## src/rtl/fen_encode_pkg.sv

```systemverilog
// rtl/fen_encode_pkg.sv - square codes, castle bits, ASCII constants and emit FSM state for the FEN encoder
package fen_encode_pkg;

   localparam logic [2:0] SQ_EMPTY   = 3'd0;
   localparam logic [2:0] SQ_PAWN    = 3'd1;
   localparam logic [2:0] SQ_KNIGHT  = 3'd2;
   localparam logic [2:0] SQ_BISHOP  = 3'd3;
   localparam logic [2:0] SQ_ROOK    = 3'd4;
   localparam logic [2:0] SQ_QUEEN   = 3'd5;
   localparam logic [2:0] SQ_KING    = 3'd6;
   localparam logic [2:0] SQ_ILLEGAL = 3'd7;
   localparam int         SQ_WHITE_BIT = 3;

   localparam int CASTLE_WK = 0;
   localparam int CASTLE_WQ = 1;
   localparam int CASTLE_BK = 2;
   localparam int CASTLE_BQ = 3;

   localparam logic [7:0] ASCII_SPACE = 8'h20;
   localparam logic [7:0] ASCII_SLASH = 8'h2f;
   localparam logic [7:0] ASCII_DASH  = 8'h2d;
   localparam logic [7:0] ASCII_ZERO  = 8'h30;
   localparam logic [7:0] ASCII_QMARK = 8'h3f;

   typedef enum logic [3:0] {
      ST_IDLE, ST_PIECES, ST_SP1, ST_TURN, ST_SP2, ST_CASTLE,
      ST_SP3, ST_EP, ST_SP4, ST_HM, ST_SP5, ST_FM
   } emit_state_e;

   // Decimal digits needed for the largest w-bit value (log10(2) ~= 0.30103).
   function automatic int dec_digits(input int w);
      return (w * 30103) / 100000 + 1;
   endfunction

   function automatic logic [7:0] piece_ascii(input logic [3:0] code);
      logic [7:0] c;
      case (code[2:0])
         SQ_PAWN:   c = 8'h50;
         SQ_KNIGHT: c = 8'h4e;
         SQ_BISHOP: c = 8'h42;
         SQ_ROOK:   c = 8'h52;
         SQ_QUEEN:  c = 8'h51;
         SQ_KING:   c = 8'h4b;
         default:   c = ASCII_QMARK;
      endcase
      if (code[2:0] != SQ_ILLEGAL && code[2:0] != SQ_EMPTY && !code[SQ_WHITE_BIT])
         c = c | 8'h20;
      return c;
   endfunction

endpackage

```

## src/rtl/fen_encode_if.sv

```systemverilog
// rtl/fen_encode_if.sv - square-beat input stream and ASCII output stream of the FEN encoder
interface fen_encode_if #(
   parameter int CNT_W = 16,
   parameter int SQ_W  = 4
);
   logic             in_valid;
   logic             in_ready;
   logic [SQ_W-1:0]  in_data;
   logic             in_sop;
   logic             in_eop;
   logic             in_wtp;
   logic [3:0]       in_castle;
   logic             in_ep_valid;
   logic [2:0]       in_ep_file;
   logic [CNT_W-1:0] in_hmcount;
   logic [CNT_W-1:0] in_fmcount;
   logic             out_valid;
   logic             out_ready;
   logic [7:0]       out_data;
   logic             out_sop;
   logic             out_eop;

   modport master (
      output in_valid, in_data, in_sop, in_eop, in_wtp, in_castle,
             in_ep_valid, in_ep_file, in_hmcount, in_fmcount, out_ready,
      input  in_ready, out_valid, out_data, out_sop, out_eop
   );

   modport slave (
      input  in_valid, in_data, in_sop, in_eop, in_wtp, in_castle,
             in_ep_valid, in_ep_file, in_hmcount, in_fmcount, out_ready,
      output in_ready, out_valid, out_data, out_sop, out_eop
   );
endinterface

```

## src/rtl/fen_encode_bin_to_ascii.sv

```systemverilog
// rtl/fen_encode_bin_to_ascii.sv - sequential double-dabble binary to BCD with significant digit count
module bin_to_ascii_int
   import fen_encode_pkg::*;
#(
   parameter int CNT_W = 16,
   parameter int ND    = dec_digits(CNT_W),
   parameter int NW    = $clog2(ND + 1)
) (
   input  logic             clk,
   input  logic             rst_n,
   input  logic             start_i,
   input  logic [CNT_W-1:0] bin_i,
   output logic             done_o,
   output logic [4*ND-1:0]  bcd_o,
   output logic [NW-1:0]    ndig_o
);
   localparam int CW = $clog2(CNT_W + 1);

   logic [CNT_W-1:0] sh_q;
   logic [4*ND-1:0]  bcd_q;
   logic [4*ND-1:0]  adj;
   logic [CW-1:0]    cnt_q;
   logic             busy_q;
   logic             done_q;

   always_comb begin
      adj = bcd_q;
      for (int d = 0; d < ND; d++)
         if (bcd_q[4*d +: 4] >= 4'd5) adj[4*d +: 4] = bcd_q[4*d +: 4] + 4'd3;
   end

   // done stays high until the next start so the consumer can pick the result up late.
   always_ff @(posedge clk or negedge rst_n) begin
      if (!rst_n) begin
         sh_q   <= '0;
         bcd_q  <= '0;
         cnt_q  <= '0;
         busy_q <= 1'b0;
         done_q <= 1'b0;
      end else if (start_i) begin
         sh_q   <= bin_i;
         bcd_q  <= '0;
         cnt_q  <= CW'(CNT_W);
         busy_q <= 1'b1;
         done_q <= 1'b0;
      end else if (busy_q) begin
         bcd_q <= {adj[4*ND-2:0], sh_q[CNT_W-1]};
         sh_q  <= sh_q << 1;
         cnt_q <= cnt_q - 1'b1;
         if (cnt_q == CW'(1)) begin
            busy_q <= 1'b0;
            done_q <= 1'b1;
         end
      end
   end

   always_comb begin
      ndig_o = NW'(1);
      for (int d = 0; d < ND; d++)
         if (bcd_q[4*d +: 4] != 4'd0) ndig_o = NW'(d + 1);
   end

   assign done_o = done_q;
   assign bcd_o  = bcd_q;

endmodule

```

## src/rtl/fen_encode.sv

```systemverilog
// rtl/fen_encode.sv - buffers a 64-square position plus side-state and streams it out as a FEN record
module fen_encode
   import fen_encode_pkg::*;
#(
   parameter int CNT_W = 16,
   parameter int SQ_W  = 4
) (
   input  logic        clk,
   input  logic        rst_n,
   fen_encode_if.slave bus,
   output logic        o_err
);
   localparam int ND = dec_digits(CNT_W);
   localparam int NW = $clog2(ND + 1);

   emit_state_e          state_q, state_d;
   logic [5:0]           cnt_q, cnt_d;
   logic [SQ_W-1:0]      sq_mem [64];
   logic [7:0][SQ_W-1:0] row_q;
   logic [2:0]           rk_q, rk_d;
   logic [3:0]           file_q, file_d;
   logic                 pc_q, pc_d;
   logic [3:0]           castle_q, castle_d;
   logic [NW-1:0]        dig_q, dig_d;
   logic                 wtp_q, ep_valid_q;
   logic [2:0]           ep_file_q;
   logic [CNT_W-1:0]     fm_q;
   logic [4*ND-1:0]      hm_bcd_q;
   logic [NW-1:0]        hm_n_q;
   logic                 hm_rdy_q;
   logic                 ov_q, osop_q, oeop_q;
   logic [7:0]           od_q;
   logic                 err_q;

   logic             in_fire, eop_ok, bad;
   logic [5:0]       wr_idx;
   logic             conv_start, conv_done, hm_capture;
   logic [CNT_W-1:0] conv_bin;
   logic [4*ND-1:0]  conv_bcd;
   logic [NW-1:0]    conv_ndig;
   logic             adv, emit, e_sop, e_eop;
   logic [7:0]       e_data;
   logic [3:0]       run, cur4, low_bit;
   logic             stop;
   logic [NW-1:0]    hm_idx, fm_idx;

   assign bus.in_ready  = (state_q == ST_IDLE) && !ov_q;
   assign bus.out_valid = ov_q;
   assign bus.out_data  = od_q;
   assign bus.out_sop   = osop_q;
   assign bus.out_eop   = oeop_q;
   assign o_err         = err_q;

   // in_sop always restarts the packet at square 0, even mid-packet.
   assign in_fire = bus.in_valid && bus.in_ready;
   assign wr_idx  = bus.in_sop ? 6'd0 : cnt_q;
   assign eop_ok  = in_fire && bus.in_eop && (wr_idx == 6'd63);
   assign bad     = in_fire && (bus.in_eop ? (wr_idx != 6'd63) : (wr_idx == 6'd63));
   assign cnt_d   = in_fire ? ((bus.in_eop || wr_idx == 6'd63) ? 6'd0 : wr_idx + 6'd1) : cnt_q;

   always_ff @(posedge clk) begin
      if (in_fire) sq_mem[wr_idx] <= bus.in_data;
   end

   // One converter: halfmove first, its digits parked, then fullmove.
   assign hm_capture = (state_q != ST_IDLE) && !hm_rdy_q && conv_done;
   assign conv_start = eop_ok || hm_capture;
   assign conv_bin   = eop_ok ? bus.in_hmcount : fm_q;

   bin_to_ascii_int #(.CNT_W(CNT_W), .ND(ND), .NW(NW)) u_conv (
      .clk     (clk),
      .rst_n   (rst_n),
      .start_i (conv_start),
      .bin_i   (conv_bin),
      .done_o  (conv_done),
      .bcd_o   (conv_bcd),
      .ndig_o  (conv_ndig)
   );

   assign adv     = !ov_q || bus.out_ready;
   assign cur4    = 4'(row_q[file_q[2:0]]);
   assign low_bit = castle_q & (~castle_q + 4'd1);
   assign hm_idx  = hm_n_q - dig_q - 1'b1;
   assign fm_idx  = conv_ndig - dig_q - 1'b1;

   always_comb begin
      state_d  = state_q;
      rk_d     = rk_q;
      file_d   = file_q;
      pc_d     = pc_q;
      castle_d = castle_q;
      dig_d    = dig_q;
      emit     = 1'b0;
      e_data   = 8'd0;
      e_sop    = 1'b0;
      e_eop    = 1'b0;
      run      = 4'd0;
      stop     = 1'b0;
      for (int i = 0; i < 8; i++) begin
         if (i >= int'(file_q) && !stop) begin
            if (row_q[i][2:0] == SQ_EMPTY) run = run + 4'd1;
            else stop = 1'b1;
         end
      end
      case (state_q)
         ST_IDLE: begin
            if (eop_ok) begin
               state_d  = ST_PIECES;
               rk_d     = 3'd0;
               file_d   = 4'd0;
               pc_d     = 1'b0;
               castle_d = bus.in_castle;
            end
         end
         ST_PIECES: begin
            emit  = 1'b1;
            e_sop = (rk_q == 3'd0) && (file_q == 4'd0) && !pc_q;
            // file_q == 8 means the rank is finished and only its '/' remains.
            if (file_q[3]) begin
               e_data = ASCII_SLASH;
               if (adv) begin
                  rk_d   = rk_q + 3'd1;
                  file_d = 4'd0;
               end
            end else if (pc_q || run == 4'd0) begin
               e_data = piece_ascii(cur4);
               if (adv) begin
                  pc_d   = 1'b0;
                  file_d = file_q + 4'd1;
                  if (file_q == 4'd7 && rk_q == 3'd7) state_d = ST_SP1;
               end
            end else begin
               e_data = ASCII_ZERO + {4'd0, run};
               if (adv) begin
                  file_d = file_q + run;
                  pc_d   = (file_q + run) != 4'd8;
                  if ((file_q + run) == 4'd8 && rk_q == 3'd7) state_d = ST_SP1;
               end
            end
         end
         ST_SP1, ST_SP2, ST_SP3, ST_SP4, ST_SP5: begin
            emit   = 1'b1;
            e_data = ASCII_SPACE;
            dig_d  = '0;
            if (adv) state_d = emit_state_e'(state_q + 4'd1);
         end
         ST_TURN: begin
            emit   = 1'b1;
            e_data = wtp_q ? 8'h77 : 8'h62;
            if (adv) state_d = ST_SP2;
         end
         ST_CASTLE: begin
            emit = 1'b1;
            if (castle_q == 4'd0) begin
               e_data = ASCII_DASH;
               if (adv) state_d = ST_SP3;
            end else begin
               if (low_bit[CASTLE_WK])      e_data = 8'h4b;
               else if (low_bit[CASTLE_WQ]) e_data = 8'h51;
               else if (low_bit[CASTLE_BK]) e_data = 8'h6b;
               else                         e_data = 8'h71;
               if (adv) begin
                  castle_d = castle_q & ~low_bit;
                  if ((castle_q & ~low_bit) == 4'd0) state_d = ST_SP3;
               end
            end
         end
         ST_EP: begin
            emit = 1'b1;
            if (!ep_valid_q) begin
               e_data = ASCII_DASH;
               if (adv) state_d = ST_SP4;
            end else if (!pc_q) begin
               e_data = 8'h61 + {5'd0, ep_file_q};
               if (adv) pc_d = 1'b1;
            end else begin
               e_data = wtp_q ? 8'h36 : 8'h33;
               if (adv) begin
                  pc_d    = 1'b0;
                  state_d = ST_SP4;
               end
            end
         end
         ST_HM: begin
            if (hm_rdy_q) begin
               emit   = 1'b1;
               e_data = ASCII_ZERO + {4'd0, hm_bcd_q[{hm_idx, 2'b00} +: 4]};
               if (adv) begin
                  dig_d = dig_q + 1'b1;
                  if (hm_idx == '0) state_d = ST_SP5;
               end
            end
         end
         ST_FM: begin
            if (hm_rdy_q && conv_done) begin
               emit   = 1'b1;
               e_data = ASCII_ZERO + {4'd0, conv_bcd[{fm_idx, 2'b00} +: 4]};
               e_eop  = (fm_idx == '0);
               if (adv) begin
                  dig_d = dig_q + 1'b1;
                  if (fm_idx == '0) state_d = ST_IDLE;
               end
            end
         end
         default: state_d = ST_IDLE;
      endcase
   end

   always_ff @(posedge clk or negedge rst_n) begin
      if (!rst_n) begin
         state_q    <= ST_IDLE;
         cnt_q      <= 6'd0;
         row_q      <= '0;
         rk_q       <= 3'd0;
         file_q     <= 4'd0;
         pc_q       <= 1'b0;
         castle_q   <= 4'd0;
         dig_q      <= '0;
         wtp_q      <= 1'b0;
         ep_valid_q <= 1'b0;
         ep_file_q  <= 3'd0;
         fm_q       <= '0;
         hm_bcd_q   <= '0;
         hm_n_q     <= '0;
         hm_rdy_q   <= 1'b0;
         ov_q       <= 1'b0;
         od_q       <= 8'd0;
         osop_q     <= 1'b0;
         oeop_q     <= 1'b0;
         err_q      <= 1'b0;
      end else begin
         state_q  <= state_d;
         cnt_q    <= cnt_d;
         rk_q     <= rk_d;
         file_q   <= file_d;
         pc_q     <= pc_d;
         castle_q <= castle_d;
         dig_q    <= dig_d;
         err_q    <= bad;
         for (int i = 0; i < 8; i++) row_q[i] <= sq_mem[{rk_d, 3'(i)}];
         if (eop_ok) begin
            wtp_q      <= bus.in_wtp;
            ep_valid_q <= bus.in_ep_valid;
            ep_file_q  <= bus.in_ep_file;
            fm_q       <= bus.in_fmcount;
            hm_rdy_q   <= 1'b0;
         end else if (hm_capture) begin
            hm_bcd_q <= conv_bcd;
            hm_n_q   <= conv_ndig;
            hm_rdy_q <= 1'b1;
         end
         if (emit && adv) begin
            ov_q   <= 1'b1;
            od_q   <= e_data;
            osop_q <= e_sop;
            oeop_q <= e_eop;
         end else if (bus.out_ready) begin
            ov_q <= 1'b0;
         end
      end
   end

endmodule
```

## src/flat_wrapper.sv

```systemverilog
// flat-port wrapper written by rule: the top's interface ports become plain ports
module fen_encode_flat import fen_encode_pkg::*;
#(
   parameter int CNT_W = 16,
   parameter int SQ_W  = 4
)
  (clk, rst_n, o_err, bus_in_valid, bus_in_data, bus_in_sop, bus_in_eop, bus_in_wtp, bus_in_castle, bus_in_ep_valid, bus_in_ep_file, bus_in_hmcount, bus_in_fmcount, bus_out_ready, bus_in_ready, bus_out_valid, bus_out_data, bus_out_sop, bus_out_eop);
  fen_encode_if #(.CNT_W(CNT_W), .SQ_W(SQ_W)) bus_i ();
  input  logic clk;
  input  logic rst_n;
  output logic o_err;
  input wire logic [$bits(bus_i.in_valid)-1:0] bus_in_valid;
  input wire logic [$bits(bus_i.in_data)-1:0] bus_in_data;
  input wire logic [$bits(bus_i.in_sop)-1:0] bus_in_sop;
  input wire logic [$bits(bus_i.in_eop)-1:0] bus_in_eop;
  input wire logic [$bits(bus_i.in_wtp)-1:0] bus_in_wtp;
  input wire logic [$bits(bus_i.in_castle)-1:0] bus_in_castle;
  input wire logic [$bits(bus_i.in_ep_valid)-1:0] bus_in_ep_valid;
  input wire logic [$bits(bus_i.in_ep_file)-1:0] bus_in_ep_file;
  input wire logic [$bits(bus_i.in_hmcount)-1:0] bus_in_hmcount;
  input wire logic [$bits(bus_i.in_fmcount)-1:0] bus_in_fmcount;
  input wire logic [$bits(bus_i.out_ready)-1:0] bus_out_ready;
  output wire logic [$bits(bus_i.in_ready)-1:0] bus_in_ready;
  output wire logic [$bits(bus_i.out_valid)-1:0] bus_out_valid;
  output wire logic [$bits(bus_i.out_data)-1:0] bus_out_data;
  output wire logic [$bits(bus_i.out_sop)-1:0] bus_out_sop;
  output wire logic [$bits(bus_i.out_eop)-1:0] bus_out_eop;
  assign bus_i.in_valid = bus_in_valid;
  assign bus_i.in_data = bus_in_data;
  assign bus_i.in_sop = bus_in_sop;
  assign bus_i.in_eop = bus_in_eop;
  assign bus_i.in_wtp = bus_in_wtp;
  assign bus_i.in_castle = bus_in_castle;
  assign bus_i.in_ep_valid = bus_in_ep_valid;
  assign bus_i.in_ep_file = bus_in_ep_file;
  assign bus_i.in_hmcount = bus_in_hmcount;
  assign bus_i.in_fmcount = bus_in_fmcount;
  assign bus_i.out_ready = bus_out_ready;
  assign bus_in_ready = bus_i.in_ready;
  assign bus_out_valid = bus_i.out_valid;
  assign bus_out_data = bus_i.out_data;
  assign bus_out_sop = bus_i.out_sop;
  assign bus_out_eop = bus_i.out_eop;
  fen_encode #(.CNT_W(CNT_W), .SQ_W(SQ_W)) u_core (.clk(clk), .rst_n(rst_n), .bus(bus_i), .o_err(o_err));
endmodule
```

## config.mk

```make
export PLATFORM = sky130hd
export DESIGN_NAME = fen_encode_flat
export DESIGN_NICKNAME = d
export VERILOG_FILES = /design/src/rtl/fen_encode_pkg.sv /design/src/rtl/fen_encode_if.sv /design/src/rtl/fen_encode_bin_to_ascii.sv /design/src/rtl/fen_encode.sv /design/src/flat_wrapper.sv
export SDC_FILE = /design/constraint.sdc
export NUM_CORES = 1
export LEC_CHECK = 0
export BUFFER_PORTS_ARGS = -buffer_cell sky130_fd_sc_hd__buf_2
export CAP_MARGIN = 20
export CORE_MARGIN = 2
export CORE_UTILIZATION = 28
export DETAILED_ROUTE_END_ITERATION = 7
export GPL_TIMING_DRIVEN = 0
export PLACE_DENSITY = 0.47
export SLEW_MARGIN = 30
export SYNTH_ARGS = -nofsm -noshare
export SYNTH_HDL_FRONTEND = slang
export SYNTH_SLANG_ARGS = --single-unit
```

## constraint.sdc

```tcl
create_clock -name clk -period 18.81 [get_ports clk]
set_clock_uncertainty 0.2 [all_clocks]
set_input_delay 0 -clock clk [delete_from_list [all_inputs] [get_ports clk]]
set_output_delay 0 -clock clk [all_outputs]
set_load 0.05 [all_outputs]
```

==> flow_summary.json, run 1 <==
{
  "outcome": "complete, no violations",
  "antenna_left": 0,
  "crit_top_cell": "ha_1",
  "nNetsFinal": 2223,
  "ys.flop_type": "edfxtp_1",
  "synth-edff-count": 256,
  "grt_pass1_vias": 15100,
  "powerDensity_mw_per_mm2": 80.3,
  "grt_overflow_total": 0,
  "leakagePower_uw": 0.00930,
  "min_period_ns": 9.16,
  "grt_antenna_before_repair": 2,
  "synth-seq-cells": 412,
  "crit_path_max_incr_delay_ns": 0.60,
  "synthMostInstantiatedCell": "nand2_1",
  "arrival_ns": 9.44,
  "peakVddDrop_mv": 0.0618,
  "post-route-drc-count": 0,
  "design.core.area_mm2": 0.0699,
  "avgViaCountPerCell": 4.85,
  "fin_hold_ws_ns": 0.0503,
  "num_rows": 97,
  "fin_crit_sh_pct": 48.7,
  "antenna_cells": 0,
  "setup_tns_ns": 0,
  "cp_max_fo": 10,
  "final_max_slew_viol_count": 0,
  "async_flop_share_pct": 37.9,
  "rsz0062_at_grt": "false",
  "drive_gt1_share_pct": 9.74,
  "synth_area_mm2": 0.0197,
  "relSlewSlack_pct": 31.7,
  "cts.clk_slew.worst_paths_ns": 0.07,
  "io_pins": 64,
  "cts_buffers": 47,
  "cp-end-kind": "register",
  "synth_common_cells": "nand2_1 (501), edfxtp_1 (256), nand3_1 (198)",
  "drtPass1Iterations": 7,
  "setup_viol": 0,
  "root_buffer": "clkbuf_16",
  "drt_iter0_drc": 1112,
  "tightest_slew_ns": 1.02,
  "cts_tree": "yes",
  "avgRoutedWirePerCell_um": 18.7,
  "clock_sinks": 412,
  "clock_latency_ns": 0.60,
  "yosysSeqAreaShare_pct": 58.7,
  "ys_types": 85,
  "grt_max_degree": 81,
  "wirelength_um": 58000,
  "syn_nets": 2010,
  "finalHoldViolations": 0,
  "hpwl_um": 39700,
  "portBuffers": 62,
  "rr_worst_depth": 36,
  "start_util_pct": 28.2,
  "synth.largest_area_cell": "edfxtp_1",
  "cts_buffer_depth": 3,
  "required_ns": 19.08,
  "vias": 15100,
  "synth.avg_cell_area_um2": 10.3,
  "min_delay_path_depth": 4,
  "max_freq_ghz": 0.109,
  "die_w_um": 270,
  "critPathKind": "reg -> reg",
  "max-cap-violations": 0,
  "synthTopCellsByArea": "edfxtp_1 (39%), dfrtp_1 (20%), nand2_1 (9.5%), nand3_1 (5.0%), nor2_1 (2.6%)",
  "crit_slowest_cell": "clkbuf_1",
  "hold_class": "in -> reg",
  "grt_pass1_wl_um": 89800,
  "gp_congestion": 0.838,
  "postPlaceCellArea_mm2": 0.0213,
  "grtUsageTotal_pct": 15.8,
  "stdcell_area_mm2": 0.0238,
  "start_kind": "register",
  "netlist_instances": 1917,
  "die_y_um": 270,
  "ys.warnings.count": 0,
  "netlist.area_leader.share_pct": 38.9,
  "die_area_mm2": 0.0726,
  "h-tree-depth": 2,
  "area_delta_synth_final_pct": 20.5
}
## sequential cells by signal, indices dropped and copies added (netlist names), 3 cells and up
signal / flops
u_core.u_conv.cnt_q: 5
u_core.row_q: 32
u_core.rk_q: 3
u_core.u_conv.sh_q: 16
u_core.castle_q: 4
u_core.bus.out_data: 7
u_core.state_q: 4
u_core.hm_bcd_q: 20
u_core.cnt_q: 6
u_core.ep_file_q: 3
u_core.u_conv.bcd_o: 20
u_core.hm_n_q: 3
u_core.dig_q: 3
u_core.sq_mem: 256
u_core.file_q: 4
u_core.fm_q: 16
## placed cells by master, fill, tap and decap left out, drive strengths merged, types with 7 or more instances in the layout
cell type,count
nand2,501
edfxtp,256
nand3,198
dfrtp,156
nor2,141
clkbuf,124
buf,108
o21ai,105
dlygate4sd3,96
a21oi,70
inv,44
ha,39
nor3,26
xnor2,23
mux2i,22
clkinv,21
or3,19
o211ai,18
and3,16
mux4,16
nor2b,14
nand2b,12
nand4,10
a211oi,10
o31ai,7
nor3b,7
xor2,7
or2,7
## final timing paths
check	end	from	slack, ns
min in group asynchronous	u_core.u_conv.sh_q[8]	rst_n	0.40
max in group asynchronous	u_core.row_q[1]	rst_n	17.64
min	u_core.u_conv.sh_q[5]	bus_in_hmcount[5]	0.05
min reg2reg	u_core.hm_bcd_q[3]	u_core.hm_bcd_q[3]	0.27
max reg2reg	u_core.state_q[1]	u_core.file_q[0]	9.65
max	u_core.state_q[1]	u_core.file_q[0]	9.65
## cell type report
cell class | count | area [µm²]
Buffer | 103 | 432
Clock buffer | 61 | 1250
Clock inverter | 25 | 238
Fill cell | 7121 | 46100
Inverter | 43 | 161
Multi-Input combinational cell | 1359 | 7570
Sequential cell | 412 | 11600
Tap cell | 940 | 1180
Timing Repair Buffer | 164 | 1370
## critical path: cells and delay by family, from the launching register on
kind	cells	cell delay, ns
simple gates	8	1.42
flops	1	0.39
compound gates	9	1.89
mux	3	0.69
xor+xnor	2	0.53
buf+inv	5	1.26
fa+ha+maj	9	2.64
## routing by layer
| metal | routed length, µm | up-vias | GRT usage (%) | share of wire [%] |
|---|---|---|---|---|
| met4 | 1550 | 0 | 4.62 | 2.7 |
| met3 | 2690 | 86 | 2.79 | 4.6 |
| met1 | 26500 | 7481 | 21.5 | 46 |
| met5 | 0 | - | 0 | 0 |
| li1 | - | 7164 | - | - |
| met2 | 27300 | 334 | 25.8 | 47 |
## metrics by stage
step	setup WS (ns)	std cells	util (%)	total power, µW
6_report	9.65	3107	34.0	1910
5_1_grt	8.95	3107	34.0	1970
4_1_cts	9.53	3107	34.0	1940
3_5_place_dp	9.60	2924	30.5	1020
3_3_place_gp	9.74	2919	30.4	1020
2_1_floorplan	10.74	1917	-	994
## report_power, final
part	leakage, µW	internal, µW	switching, µW	total [µW]
clock	0.000720	501	391	892
sequential	0.00430	966	1.43	968
combinational	0.00428	21.2	30.1	51.3
## kinds of logic (layout without fill, tap and decap cells)
kind of cell,Yosys count,in the layout,share of synthesized area [%]
xor+xnor,35,35,2.08
flops,412,412,58.7
buf+inv,146,396,3.00
compound gates,266,266,8.54
mux,43,43,3.26
fa+ha+maj,42,42,2.78
other cells,1,1,0.0190
simple gates,972,972,21.6
## what timing repair did
action	4_1_cts	5_1_grt
gates resized for setup	0	0
hold buffers	97	0
endpoints found under the hold margin	470	0
setup buffers	0	0
Power figures use the tool's default switching activity.
==> run 2, diff against run 1 <==
clock period = 8.9 ns   (was 18.81 ns; I/O delays follow)
==> flow_summary.json, run 2 (same netlist as run 1, synthesis figures left out) <==
{
  "met1_length_um": 26600,
  "layout_commonest_cell": "nand2_1",
  "cts.clk_slew.worst_paths_ns": 0.07,
  "reg.largest.list": "u_core.sq_mem x256, u_core.row_q x32",
  "crit_top_cell": "ha_1",
  "fin_crit_sh_pct": 95.2,
  "power_frac_comb_pct": 2.7,
  "peakVddDrop_mv": 0.130,
  "rr_startpoint": "u_core.file_q[1]",
  "design.core.area_mm2": 0.0699,
  "rr_worst_depth": 36,
  "arrival_ns": 8.74,
  "die_area_mm2": 0.0726,
  "final_max_slew_viol_count": 0,
  "max-cap-violations": 0,
  "avgViaCountPerCell": 4.84,
  "tightest_slew_ns": 1.00,
  "wl_met3_um": 2760,
  "wirelength_um": 58200,
  "sw_frac_of_total_pct": 22.1,
  "h-tree-depth": 2,
  "antenna_left": 0,
  "required_ns": 9.17,
  "hold_start": "bus_in_hmcount[0]",
  "leakagePower_uw": 0.00931,
  "io_pins": 64,
  "gp_congestion": 0.838,
  "grt_pass1_wl_um": 89900,
  "outcome": "complete, no violations",
  "reg2reg_setup_slack_ns": 0.43,
  "regMostFlops": "u_core.sq_mem",
  "root_buffer": "clkbuf_16",
  "ff_latch_area_mm2": 0.0116,
  "finalHoldViolations": 0,
  "r2r-end": "u_core.state_q[1]",
  "area_delta_synth_final_pct": 21.0,
  "setup_slack_ns": 0.431,
  "drtPass1Iterations": 8,
  "avgRoutedWirePerCell_um": 18.7,
  "worstHoldEndpoint": "u_core.u_conv.sh_q[0]",
  "drt_iter0_drc": 1187,
  "clock_latency_ns": 0.60,
  "nNetsFinal": 2226,
  "grt_max_degree": 81,
  "powerDensity_mw_per_mm2": 169,
  "hold_class": "in -> reg",
  "relSlewSlack_pct": 33.3,
  "grt_overflow_total": 0,
  "p_seq_share_pct": 50.7,
  "grt_pass1_vias": 15100,
  "start_util_pct": 28.2,
  "drive_gt1_share_pct": 10.4,
  "critPathKind": "reg -> reg",
  "postPlaceCellArea_mm2": 0.0213,
  "grtUsageTotal_pct": 15.8,
  "top_layer": "met4",
  "cts_buffer_depth": 3,
  "clock_sinks": 412,
  "die_y_um": 270,
  "setup_viol": 0,
  "cp_max_fo": 10,
  "cts_buffers": 47,
  "pre_cts_ws_ns": -0.310,
  "crit_path_max_incr_delay_ns": 0.45,
  "grt_antenna_before_repair": 2,
  "hpwl_um": 39700,
  "portBuffers": 62,
  "final_cell_mix": "nand2_1 (501), edfxtp_1 (256), nand3_1 (198), dfrtp_1 (155), nor2_1 (136)",
  "dr_wl_met2_um": 27300,
  "cts_tree": "yes",
  "largest_register_ffs": 256,
  "min_period_ns": 8.47,
  "multi_input_area_mm2": 0.00763,
  "die_w_um": 270,
  "start_kind": "register",
  "stdcell_area_mm2": 0.0239,
  "crit_slowest_cell": "dfrtp_2",
  "p_sw_uw": 890,
  "p_int_uw": 3150,
  "antenna_cells": 0,
  "post-route-drc-count": 0,
  "num_rows": 97,
  "vias": 15100,
  "clockPowerShare_pct": 46.6,
  "cp-end-kind": "register",
  "fill_cells": 7132,
  "min_delay_path_depth": 4,
  "max_freq_ghz": 0.118
}
run 2: through the flow:
| stage | util, % | power [µW] | cells | setup TNS, ns | hold WS, ns |
|---|---|---|---|---|---|
| floorplan | - | 2100 | 1917 | 0 | -0.496 |
| global placement | 30.4 | 2160 | 2919 | -0.406 | 0.0000261 |
| detailed placement | 30.5 | 2160 | 2924 | -0.984 | -0.168 |
| CTS | 34.0 | 4090 | 3107 | 0 | 0.00118 |
| global route | 34.2 | 4170 | 3110 | -0.0151 | 0.0502 |
| finish | 34.2 | 4040 | 3110 | 0 | 0.0499 |
run 2: power groups by stage:
stage          logic (µW)  registers (µW)  clock network, µW
2_1_floorplan        16.8            2080                  0
3_3_place_gp         74.5            2080                  0
3_5_place_dp         79.4            2080                  0
4_1_cts               110            2040               1940
5_1_grt               120            2040               2000
6_report              109            2040               1880
run 2: routing by layer:
metal	up-vias	GRT usage (%)
met5	-	0
met4	0	4.62
met3	87	2.79
met2	329	25.9
met1	7479	21.4
li1	7167	-
run 2: final cells by class:
cell class	instances	area share (%)
sequential	412	48.5
multi-input combinational	1359	32.0
timing repair buffer	167	5.84
clock buffer	61	5.23
tap	940	4.93
buffer	103	1.82
clock inverter	25	0.995
inverter	43	0.692
run 2: worst max-delay path by stage:
stage                           startpoint                 to  slack, ns  cells past startpoint
after floorplan           u_core.file_q[0]  u_core.state_q[0]       0.83                     36
after CTS                 u_core.file_q[1]  u_core.state_q[1]      0.004                     36
after detailed placement  u_core.file_q[0]  u_core.state_q[1]      -0.31                     36
final                     u_core.file_q[1]  u_core.state_q[1]       0.43                     36
after global routing      u_core.file_q[1]  u_core.state_q[1]      -0.01                     36
after global placement    u_core.file_q[0]  u_core.state_q[1]      -0.17                     36
run 2: critical path, delay by kind of cell (launching register included):
kind	cells	cell delay (ns)
AO/OA/AOI/OAI	9	1.49
adder cells (fa/ha/maj)	9	2.57
AND/OR/NAND/NOR	8	1.61
multiplexers	3	0.75
buffers and inverters	5	0.72
XOR/XNOR	2	0.53
flip-flops	1	0.45
run 2: what timing repair did:
action                                  CTS  global route
endpoints found under the hold margin   470             0
endpoints found under the setup margin    5             6
resized for setup                         4            14
hold buffers                             97             0
pin swaps                                 0             3
buffers inserted                          0             3
==> run 3, diff against run 2 <==
ABC_AREA = 1   (was not set)
CORE_MARGIN = 5   (was 2)
==> flow_summary.json, run 3 <==
{
  "outcome": "complete, no violations",
  "synth_xor_area_share_pct": 0.541,
  "rr_worst_depth": 41,
  "finalHoldViolations": 0,
  "worstHoldEndpoint": "u_core.ep_file_q[1]",
  "gp_congestion": 0.840,
  "clockPowerShare_pct": 26.6,
  "synthMuxAreaShare_pct": 0,
  "min_delay_path_depth": 4,
  "design.core.area_mm2": 0.0687,
  "vias": 15200,
  "clock_latency_ns": 0.59,
  "fin_hold_ws_ns": 0.0370,
  "layout_commonest_cell": "nor2_1",
  "p_int_uw": 4080,
  "avgViaCountPerCell": 4.81,
  "synth_common_cells": "nor2_1 (395), nand2_1 (292), o21ai_0 (266)",
  "synth-compound-area-share_pct": 13.7,
  "hpwl_um": 39700,
  "synthMostInstantiatedCell": "nor2_1",
  "rr_startpoint": "u_core.file_q[0]",
  "required_ns": 9.15,
  "start_util_pct": 28.3,
  "reg2reg_setup_slack_ns": 1.06,
  "cts_tree": "yes",
  "synth-seq-cells": 412,
  "yosys.area_share.adder_pct": 2.82,
  "grtUsageTotal_pct": 15.1,
  "io_pins": 64,
  "setup_tns_ns": 0,
  "rsz0062_at_grt": "false",
  "synthSimpleGateAreaFrac_pct": 18.4,
  "cts_resized": 0,
  "dr_wl_met2_um": 27100,
  "grt_antenna_before_repair": 0,
  "largest_register_ffs": 256,
  "async_flop_share_pct": 37.9,
  "multi_input_area_mm2": 0.00690,
  "r2r-end": "u_core.state_q[0]",
  "portBuffers": 62,
  "num_rows": 96,
  "final_cell_mix": "nor2_1 (395), nand2_1 (292), o21ai_0 (266), edfxtp_1 (256), dfrtp_1 (156)",
  "powerDensity_mw_per_mm2": 295,
  "synthTopCellsByArea": "edfxtp_1 (40%), dfrtp_1 (20%), nor2_1 (7.6%), o21ai_0 (6.8%), nand2_1 (5.6%)",
  "hold_start": "bus_in_ep_file[1]",
  "ys_types": 63,
  "synth.largest_area_cell": "edfxtp_1",
  "max-cap-violations": 0,
  "avgRoutedWirePerCell_um": 18.2,
  "arrival_ns": 8.09,
  "start_kind": "register",
  "yosysSeqAreaShare_pct": 59.6,
  "fill_cells": 7041,
  "final_max_slew_viol_count": 0,
  "hold_class": "in -> reg",
  "cp-end-kind": "register",
  "reg.largest.list": "u_core.sq_mem x256, u_core.row_q x32",
  "ff_latch_area_mm2": 0.0116,
  "synth.avg_cell_area_um2": 9.67,
  "regMostFlops": "u_core.sq_mem",
  "antenna_left": 0,
  "fin_crit_sh_pct": 88.1,
  "die_w_um": 274,
  "ys.flop_type": "edfxtp_1",
  "synth-edff-count": 256,
  "crit_path_max_incr_delay_ns": 0.48,
  "wl_met3_um": 2370,
  "peakVddDrop_mv": 0.127,
  "cts_buffer_depth": 3,
  "h-tree-depth": 2,
  "crit_slowest_cell": "clkbuf_1",
  "synth_area_mm2": 0.0194,
  "relSlewSlack_pct": 44.2,
  "clock_sinks": 412,
  "grt_pass1_vias": 15300,
  "cts.clk_slew.worst_paths_ns": 0.06,
  "netlist_instances": 2011,
  "drive_gt1_share_pct": 9.50,
  "power_frac_comb_pct": 37.9,
  "area_delta_synth_final_pct": 19.1,
  "die_area_mm2": 0.0748,
  "crit_top_cell": "nand2_1",
  "tightest_slew_ns": 0.836,
  "setup_viol": 0,
  "met1_length_um": 26700,
  "synth_top_family_by_area": "simple AND/OR/NAND/NOR gates",
  "root_buffer": "clkbuf_16",
  "die_y_um": 274,
  "p_seq_share_pct": 35.6,
  "sw_frac_of_total_pct": 40.4,
  "drt_iter0_drc": 1256,
  "nNetsFinal": 2287,
  "grt_overflow_total": 0,
  "leakagePower_uw": 0.00916,
  "top_layer": "met4",
  "post-route-drc-count": 0,
  "netlist.area_leader.share_pct": 39.5,
  "p_sw_uw": 2760,
  "syn_nets": 2104,
  "min_period_ns": 7.84,
  "grt_max_degree": 71,
  "grt_pass1_wl_um": 88700,
  "cts_buffers": 45,
  "critPathKind": "reg -> reg",
  "wirelength_um": 57400,
  "drtPass1Iterations": 7,
  "max_freq_ghz": 0.127,
  "ys.warnings.count": 0,
  "cp_max_fo": 11
}
run 3: timing repair:
action / in CTS / in global routing
setup endpoints to repair: 0 / 0
setup buffers: 0 / 0
endpoints found under the hold margin: 462 / 0
hold buffers: 72 / 0
run 3: logic make-up after synthesis:
family	Yosys count
adder cells (fa/ha/maj)	42
XOR/XNOR	12
AND/OR/NAND/NOR	832
buffers and inverters	242
AO/OA/AOI/OAI	470
flip-flops	412
other	1
run 3: worst max-delay path: cells and delay by family (launching register included):
kind,cells,cell delay (ns)
xor gates and xnor gates,1,0.18
DFF,1,0.41
buffers and inverters,11,1.62
adders and majority gates,9,2.60
and+or+nand+nor,19,2.43
AOI/OAI and AO/OA,1,0.24
run 3: worst max-delay path by stage:
| stage | startpoint | endpoint | slack, ns | depth (start not counted) |
|---|---|---|---|---|
| 2_1_floorplan | u_core.file_q[0] | u_core.state_q[0] | 2.09 | 44 |
| 3_3_place_gp | u_core.file_q[0] | u_core.state_q[3] | 1.17 | 41 |
| 3_5_place_dp | u_core.file_q[0] | u_core.state_q[3] | 1.04 | 41 |
| 4_1_cts | u_core.file_q[0] | u_core.state_q[0] | 1.01 | 41 |
| 5_1_grt | u_core.file_q[0] | u_core.state_q[0] | 0.37 | 44 |
| 6_report | u_core.file_q[0] | u_core.state_q[0] | 1.06 | 41 |
run 3: per-layer routing:
metal | track usage (%) | vias to the layer above
met2 | 25.2 | 375
met5 | 0 | -
met3 | 1.74 | 72
met4 | 3.85 | 0
li1 | - | 7317
met1 | 21.0 | 7462
run 3: area by class of cell:
class	instances	area share [%]
Clock buffer	63	5.33
Sequential cell	412	50.0
Inverter	155	2.54
Timing Repair Buffer	136	4.82
Antenna cell	1	0.0108
Multi-Input combinational cell	1357	29.8
Tap cell	931	5.03
Buffer	87	1.57
Clock inverter	21	0.864
run 3: through the flow:
step | power, µW | cell area (µm²) | setup slack [ns] | instances | utilization [%]
finish | 6840 | 23200 | 1.06 | 3163 | 33.7
global route | 7310 | 23200 | 0.371 | 3162 | 33.7
CTS | 6880 | 23200 | 1.01 | 3162 | 33.7
detailed placement | 5010 | 21000 | 1.04 | 3006 | 30.6
global placement | 4980 | 20900 | 1.17 | 3004 | 30.4
floorplan | 4190 | 19400 | 2.09 | 2011 | -
run 3: power by group through the flow:
stage / Clock [µW] / Combinational (µW) / Sequential [µW]
6_report: 1820 / 2590 / 2430
5_1_grt: 1950 / 2900 / 2460
3_3_place_gp: 0 / 2510 / 2470
3_5_place_dp: 0 / 2550 / 2470
4_1_cts: 1860 / 2590 / 2430
2_1_floorplan: 0 / 1720 / 2460
